File: config.mk
export PLATFORM = sky130hd
export DESIGN_NAME = ifft_8pt_iter
export DESIGN_NICKNAME = d
export VERILOG_FILES = /design/src/rtl/ifft_8pt_iter.sv
export SDC_FILE = /design/constraint.sdc
export NUM_CORES = 2
export LEC_CHECK = 0
export CORE_MARGIN = 3
export CORE_UTILIZATION = 30
export CTS_CLUSTER_SIZE = 30
export DETAILED_ROUTE_END_ITERATION = 10
export GPL_TIMING_DRIVEN = 0
export PLACE_DENSITY = 0.45
export SYNTH_ARGS = -nofsm -noshare
export SYNTH_HDL_FRONTEND = slang
export SYNTH_SLANG_ARGS = --single-unit
File: constraint.sdc
create_clock -name clk -period 39.9 [get_ports clk]
set_input_delay 5.985 -clock clk [delete_from_list [all_inputs] [get_ports clk]]
set_output_delay 5.985 -clock clk [all_outputs]
set_load 0.03 [all_outputs]
File: src/rtl/ifft_8pt_iter.sv
// 8-point radix-2 DIT inverse FFT, signed fixed point, one shared butterfly
// time-multiplexed over an 8-entry complex register file (3 stages x 4 butterflies).
module ifft_8pt_iter #(
   parameter int DATA_W = 16,
   parameter int FRAC_W = 8,
   parameter int TW_W   = 16
) (
   input  logic                clk,
   input  logic                rst,
   input  logic                start_i,
   input  logic [8*DATA_W-1:0] X_R_i,
   input  logic [8*DATA_W-1:0] X_I_i,
   output logic [8*DATA_W-1:0] x_R_o,
   output logic [8*DATA_W-1:0] x_I_o,
   output logic                valid_o,
   output logic                busy_o
);

   localparam int SUM_W   = DATA_W + 2;
   localparam int PROD_W  = DATA_W + TW_W + 1;
   localparam int TW_FRAC = TW_W - 2;

   localparam logic signed [PROD_W-1:0] ROUND   = PROD_W'(1) <<< (TW_FRAC - 1);
   localparam logic signed [SUM_W-1:0]  SAT_MAX = SUM_W'((1 << (DATA_W - 1)) - 1);
   localparam logic signed [SUM_W-1:0]  SAT_MIN = -SUM_W'(1 << (DATA_W - 1));

   // The sample format only matters to the user; reject nonsensical settings early.
   if (FRAC_W >= DATA_W) begin : gBadFrac
      $error("FRAC_W must be smaller than DATA_W");
   end

   typedef enum logic [1:0] {
      IDLE,
      CALC,
      DONE
   } state_t;

   state_t state_q, state_d;
   logic [1:0] stage_q, stage_d;
   logic [1:0] bfly_q, bfly_d;
   logic       busy_q, busy_d;
   logic       valid_q, valid_d;
   logic [8*DATA_W-1:0] xR_q, xR_d;
   logic [8*DATA_W-1:0] xI_q, xI_d;

   logic signed [DATA_W-1:0] workR_q [8];
   logic signed [DATA_W-1:0] workI_q [8];
   logic signed [DATA_W-1:0] workR_d [8];
   logic signed [DATA_W-1:0] workI_d [8];

   logic [2:0] span, low, topIdx, botIdx;
   logic [1:0] twIdx;
   logic signed [TW_W-1:0]   wR, wI;
   logic signed [DATA_W-1:0] topR, topI, botR, botI;
   logic signed [PROD_W-1:0] prodR, prodI, rndR, rndI;
   logic signed [SUM_W-1:0]  tR, tI, sumR, sumI, difR, difI;
   logic signed [DATA_W-1:0] newTopR, newTopI, newBotR, newBotI;

   function automatic logic [2:0] rev3(input logic [2:0] v);
      return {v[0], v[1], v[2]};
   endfunction

   function automatic logic signed [DATA_W-1:0] sat(input logic signed [SUM_W-1:0] v);
      if (v > SAT_MAX) begin
         return DATA_W'(SAT_MAX);
      end else if (v < SAT_MIN) begin
         return DATA_W'(SAT_MIN);
      end
      return DATA_W'(v);
   endfunction

   // Butterfly addressing: pairs are span apart, grouped in blocks of 2*span.
   always_comb begin
      span   = 3'b001 << stage_q;
      low    = {1'b0, bfly_q} & (span - 3'd1);
      topIdx = (({1'b0, bfly_q} >> stage_q) << (stage_q + 2'd1)) + low;
      botIdx = topIdx + span;
      twIdx  = 2'(low << (2'd2 - stage_q));
   end

   // Inverse twiddles e^{+j*2*pi*k/8} in Q2.14.
   always_comb begin
      wR = '0;
      wI = '0;
      case (twIdx)
         2'd0: begin wR = TW_W'(16384);  wI = TW_W'(0);     end
         2'd1: begin wR = TW_W'(11585);  wI = TW_W'(11585); end
         2'd2: begin wR = TW_W'(0);      wI = TW_W'(16384); end
         default: begin wR = TW_W'(-11585); wI = TW_W'(11585); end
      endcase
   end

   always_comb begin
      topR  = workR_q[topIdx];
      topI  = workI_q[topIdx];
      botR  = workR_q[botIdx];
      botI  = workI_q[botIdx];
      prodR = PROD_W'(botR) * PROD_W'(wR) - PROD_W'(botI) * PROD_W'(wI);
      prodI = PROD_W'(botR) * PROD_W'(wI) + PROD_W'(botI) * PROD_W'(wR);
      rndR  = (prodR + ROUND) >>> TW_FRAC;
      rndI  = (prodI + ROUND) >>> TW_FRAC;
      tR    = SUM_W'(rndR);
      tI    = SUM_W'(rndI);
      sumR  = SUM_W'(topR) + tR;
      sumI  = SUM_W'(topI) + tI;
      difR  = SUM_W'(topR) - tR;
      difI  = SUM_W'(topI) - tI;
      newTopR = sat(sumR >>> 1);
      newTopI = sat(sumI >>> 1);
      newBotR = sat(difR >>> 1);
      newBotI = sat(difI >>> 1);
   end

   always_comb begin
      state_d = state_q;
      stage_d = stage_q;
      bfly_d  = bfly_q;
      busy_d  = busy_q;
      valid_d = 1'b0;
      xR_d    = xR_q;
      xI_d    = xI_q;
      for (int k = 0; k < 8; k++) begin
         workR_d[k] = workR_q[k];
         workI_d[k] = workI_q[k];
      end
      case (state_q)
         IDLE: begin
            if (start_i) begin
               for (int k = 0; k < 8; k++) begin
                  workR_d[rev3(3'(k))] = X_R_i[k*DATA_W +: DATA_W];
                  workI_d[rev3(3'(k))] = X_I_i[k*DATA_W +: DATA_W];
               end
               busy_d  = 1'b1;
               stage_d = '0;
               bfly_d  = '0;
               state_d = CALC;
            end
         end
         CALC: begin
            workR_d[topIdx] = newTopR;
            workI_d[topIdx] = newTopI;
            workR_d[botIdx] = newBotR;
            workI_d[botIdx] = newBotI;
            bfly_d = bfly_q + 2'd1;
            if (bfly_q == 2'd3) begin
               if (stage_q == 2'd2) begin
                  state_d = DONE;
               end else begin
                  stage_d = stage_q + 2'd1;
               end
            end
         end
         DONE: begin
            for (int k = 0; k < 8; k++) begin
               xR_d[k*DATA_W +: DATA_W] = workR_q[k];
               xI_d[k*DATA_W +: DATA_W] = workI_q[k];
            end
            valid_d = 1'b1;
            busy_d  = 1'b0;
            state_d = IDLE;
         end
         default: begin
            state_d = IDLE;
         end
      endcase
   end

   always_ff @(posedge clk) begin
      if (rst) begin
         state_q <= IDLE;
         stage_q <= '0;
         bfly_q  <= '0;
         busy_q  <= 1'b0;
         valid_q <= 1'b0;
         xR_q    <= '0;
         xI_q    <= '0;
         for (int k = 0; k < 8; k++) begin
            workR_q[k] <= '0;
            workI_q[k] <= '0;
         end
      end else begin
         state_q <= state_d;
         stage_q <= stage_d;
         bfly_q  <= bfly_d;
         busy_q  <= busy_d;
         valid_q <= valid_d;
         xR_q    <= xR_d;
         xI_q    <= xI_d;
         for (int k = 0; k < 8; k++) begin
            workR_q[k] <= workR_d[k];
            workI_q[k] <= workI_d[k];
         end
      end
   end

   assign x_R_o   = xR_q;
   assign x_I_o   = xI_q;
   assign valid_o = valid_q;
   assign busy_o  = busy_q;

endmodule

### Yosys cells after proc, flatten, opt, wreduce, memory -nomap -nowiden

Memories as Yosys holds them, arrays and structs flattened.
Cells that the tools add are included.

| word-level totals | value |
|---|---|
| memory bits (writable) | 256 |
| input bits | 259 |
| flip-flop bits (word level) | 264 |
| memories | 2 |
| output and inout bits | 258 |

| cells by class | value |
|---|---|
| multiply operators | 4 |
| equality and inequality tests | 10 |
| muxes and demuxes | 65 |
| shift-type cells | 4 |
| magnitude comparators | 12 |
| reduce and logical (&&, ||, !) cells | 10 |
| bitwise logic cells | 19 |
| add/sub/neg operators | 14 |

Memory list:

| name | depth | bits a word | read ports | clocked after memory_dff | wr ports | line | RTL |
|---|---|---|---|---|---|---|---|
| workI_q | 8 | 16 | 10 | 0 | 8 | 47 | `logic signed [DATA_W-1:0] workI_q [8];` |
| workR_q | 8 | 16 | 10 | 0 | 8 | 46 | `logic signed [DATA_W-1:0] workR_q [8];` |

Operator list:

| operator | count |
|---|---|
| $bwmux 128 | 4 |
| $pmux 128 s2 | 2 |
| $mux 16 | 30 |
| $mux 128 | 2 |
| $mul 16x16->32 | 4 |
| $demux 16 s3 | 2 |
| $gt 17x16->1 const B | 4 |
| $lt 17x16->1 const B | 4 |
| $add 32x15->32 const B | 2 |
| $pmux 16 s3 | 1 |
| $add 16x18->18 | 2 |
| $sub 16x18->18 | 2 |
| $add 32x32->32 | 1 |
| $sub 32x32->32 | 1 |
| $pmux 15 s2 | 1 |
| $or 1x1->1 | 16 |
| $mux 1 | 13 |
| $mux 2 | 6 |
| $pmux 2 s2 | 3 |
| $eq 2x2->1 const B | 4 |
| $ge 4x4->1 const B | 2 |
| $lt 4x1->1 const B | 2 |
| $ne 2x2->1 const B | 4 |
| $not 3->4 | 2 |
| other kinds (17) | 24 |

### Depth between registers and ports, before layout

| logic depth | value |
|---|---|
| word-level depth | 18 |
| mapped depth | 65 |
| depth with buffers taken out | 60 |

### Worst setup path before layout

OpenSTA, ideal clock, no wires.

| timing path | value |
|---|---|
| path kind | register to register |
| start | reg stage_q[0] |
| end | mem workR_q[4][10] |
| setup slack | 24.467 ns |
| required time | 39.757 ns |
| period minus slack after synthesis | 15.433 ns |
| library setup time | 0.143 ns |
| cell stages (with the launch flop) | 59 |
| arrival time | 15.290 ns |
| cells stage by stage | dfxtp_1 > buf_2 > inv_1 > ha_1 > buf_2 > nor4b_1 > fa_1 > fa_1 > xnor3_2 > nand3_1 > nand2_1 > clkbuf_1 > nand2_1 > clkbuf_1 > o22ai_1 > or4_1 > clkbuf_1 > nor2_1 > [... 23 more ...] > xnor2_1 > ha_1 > clkbuf_1 > o21bai_1 > a21oi_1 > o21bai_1 > a21oi_1 > o21ai_0 > a211oi_1 > o41ai_1 > o21bai_1 > a21oi_1 > xnor2_1 > buf_2 > a21oi_4 > buf_4 > a221oi_2 > nor4_2 |

RTL lines:

| what | line | RTL |
|---|---|---|
| start, declared | 39 | `logic [1:0] stage_q, stage_d;` |
| start signal, assigned | 183 | `stage_q <= stage_d;` |
| end, declared | 46 |  |

==> out/qor.yml <==
fill_cells: 19920
min_path_type: "flop to flop"
critPathLaunchType: "flop"
final_nets: 8754
gp_congestion: 1.02
cap_viol_max_count: 0
setup_viol: 0
synth_commonest_cells: "1078 x inv_1, 857 x nand2_1, 694 x fa_1, 525 x nor2_1, 520 x dfxtp_1"
rsz0062_at_grt: "false"
antenna_left: 0
slew_headroom_pct: 4.31
grt_max_degree: 22
io_pins: 517
drive_gt1_share_pct: 6.03
vias_per_cell: 5.44
synth_cell_type_count: 106
crit_path_end_kind: "flop"
cts_tree: "done"
vias: 53619
antenna_found_initial: 15
placementRows: 159
syn_nets: 8168
synth_largest_area_cell: "fa_1"
cts_resized: 0
synth_area_leaders: "fa_1 24%, dfxtp_1 18%, ha_1 11%"
cts_buffers: 55
outcome: "finished, final reports clean"
insertion_delay_ps: 690
track_usage_pct: 30.3
max_freq_mhz: 46.9
fin_skew_ps: 32.8
htreeDepth: 2
drc_errors: 0
placed_area_um2: 65900
critPathSlowestCell: "nor2_1"
crit_required_ps: 40440
wl_per_cell_um: 31.0
dp_hpwl_mm: 260
hold_violations: 0
drv_slew: 0
wirelength_mm: 306
clockBufferDepth: 3
dp_slack_ps: 18880
syn_to_final_growth_pct: 18.0
die_x_um: 443
io_buffers: 515
async_flop_share_pct: 0
crit_path_max_fanout: 10
ys_dominant_reg_cell: "dfxtp_1"
drt-pass1-iter-count: 6
start_util_pct: 30.4
cts_hold_buf: 0
grt_overflow: 0
grt_pass1_vias: 54965
cts_setup_buffers: 0
crit_type: "flop to flop"
drt-initial-drc-count: 4963
grt_pass1_wl_mm: 424
coreArea_um2: 189000
period_needed_ps: 21320
slowest_delay_ps: 1220
cts.reportedPaths.clkPinSlew_ps: 70
min_period_over_period_pct: 53.4
final_util_pct: 35.8
worst_slew_pin_slew_ps: 1440
fin_setup_tns_ps: 0
syn_inst: 6724
worstPathArrival_ps: 21860
synth_seq_area_share_pct: 18.1
synth_area_um2: 57400
die-height_um: 443
cts-root-buf: "clkbuf_16"
synth-seq-cells: 520
synth-edff-count: 0
synth.most_common_cell: "inv_1"
syn_area_per_cell_um2: 8.54
setup_ws_ps: 18580
fin_area_um2: 67700
synth_top_area_share_pct: 24.2
die-area_um2: 197000
clkSinkCount: 520
ys_warn_count: 0
path_common_cell: "fa_1"
==> layer usage <==
metal / routed length (um) / vias to the layer above / share of wire (%) / GRT usage (%)
li1: - / 23614 / - / -
met5: 24 / - / 0.0078 / 0
met1: 125000 / 26984 / 41 / 38.4
met4: 19900 / 4 / 6.5 / 16.4
met3: 21400 / 593 / 7.0 / 5.11
met2: 140000 / 2424 / 46 / 49.1
==> final timing paths <==
kind,startpoint,endpoint,slack (ps),cells after the start
min,x_I_o[70]$_SDFFE_PP0P_,x_I_o[70]$_SDFFE_PP0P_,450,2
max reg2reg,stage_q[0]$_SDFFE_PP0P_,workR_q[1][5]$_SDFFE_PP0P_,18580,58
min reg2reg,x_I_o[70]$_SDFFE_PP0P_,x_I_o[70]$_SDFFE_PP0P_,450,2
max,stage_q[0]$_SDFFE_PP0P_,workR_q[1][5]$_SDFFE_PP0P_,18580,58
==> cell families (layout without fill, tap and decap cells) <==
kind of cell / count (synthesis) / in the layout / share of synthesized area (%)
fa+ha+maj: 1207 / 1207 / 35.3
flops: 520 / 520 / 18.1
xor+xnor: 185 / 185 / 2.97
other cells: 0 / 4 / 0
mux: 70 / 70 / 2.08
buf+inv: 1468 / 2096 / 9.78
compound gates: 1146 / 1146 / 14.5
simple gates: 2128 / 2128 / 17.3
==> cells in the final DEF (no fill, tap or decap), drive strengths merged, types with 266 or more instances in the layout <==
| cell type | count |
|---|---|
| dfxtp | 520 |
| ha | 491 |
| clkbuf | 410 |
| clkdlybuf4s50 | 515 |
| nand2 | 858 |
| inv | 1081 |
| a21oi | 398 |
| nor3 | 266 |
| fa | 694 |
| nor2 | 539 |
==> area by class of cell <==
type / instances / area (um2) / share of cell area, %
Antenna cell: 4 / 10.0 / 0.0148
Buffer: 388 / 1560 / 2.31
Clock buffer: 74 / 1540 / 2.27
Clock inverter: 25 / 275 / 0.406
Inverter: 1080 / 4050 / 5.99
Multi-Input combinational cell: 4736 / 41400 / 61.2
Sequential cell: 520 / 10400 / 15.4
Tap cell: 2495 / 3120 / 4.61
Timing Repair Buffer: 529 / 5310 / 7.84
==> worst max-delay path, delay by kind of cell (launching register included) <==
family | cells | cell delay, ps
adder cells (fa/ha/maj) | 13 | 5930
flip-flops | 1 | 320
AO/OA/AOI/OAI | 17 | 4020
buffers and inverters | 12 | 3920
XOR/XNOR | 3 | 1970
AND/OR/NAND/NOR | 13 | 4980
==> flip-flops by register name, indices dropped and copies added (netlist names) <==
signal and count:
workI_q 128, workR_q 128, x_I_o 128, x_R_o 128
bfly_q 2, stage_q 2, state_q 2, busy_o 1
valid_o 1
==> metrics by stage <==
step	hold WS (ps)	cells
2_1_floorplan	451	6724
6_report	452	9851
3_5_place_dp	447	9748
3_3_place_gp	444	9734
4_1_cts	455	9847
5_1_grt	470	9847
Power is left out: the tool's default activity adds up to more than one toggle a clock period on the data nets, which glitch-free logic cannot reach.
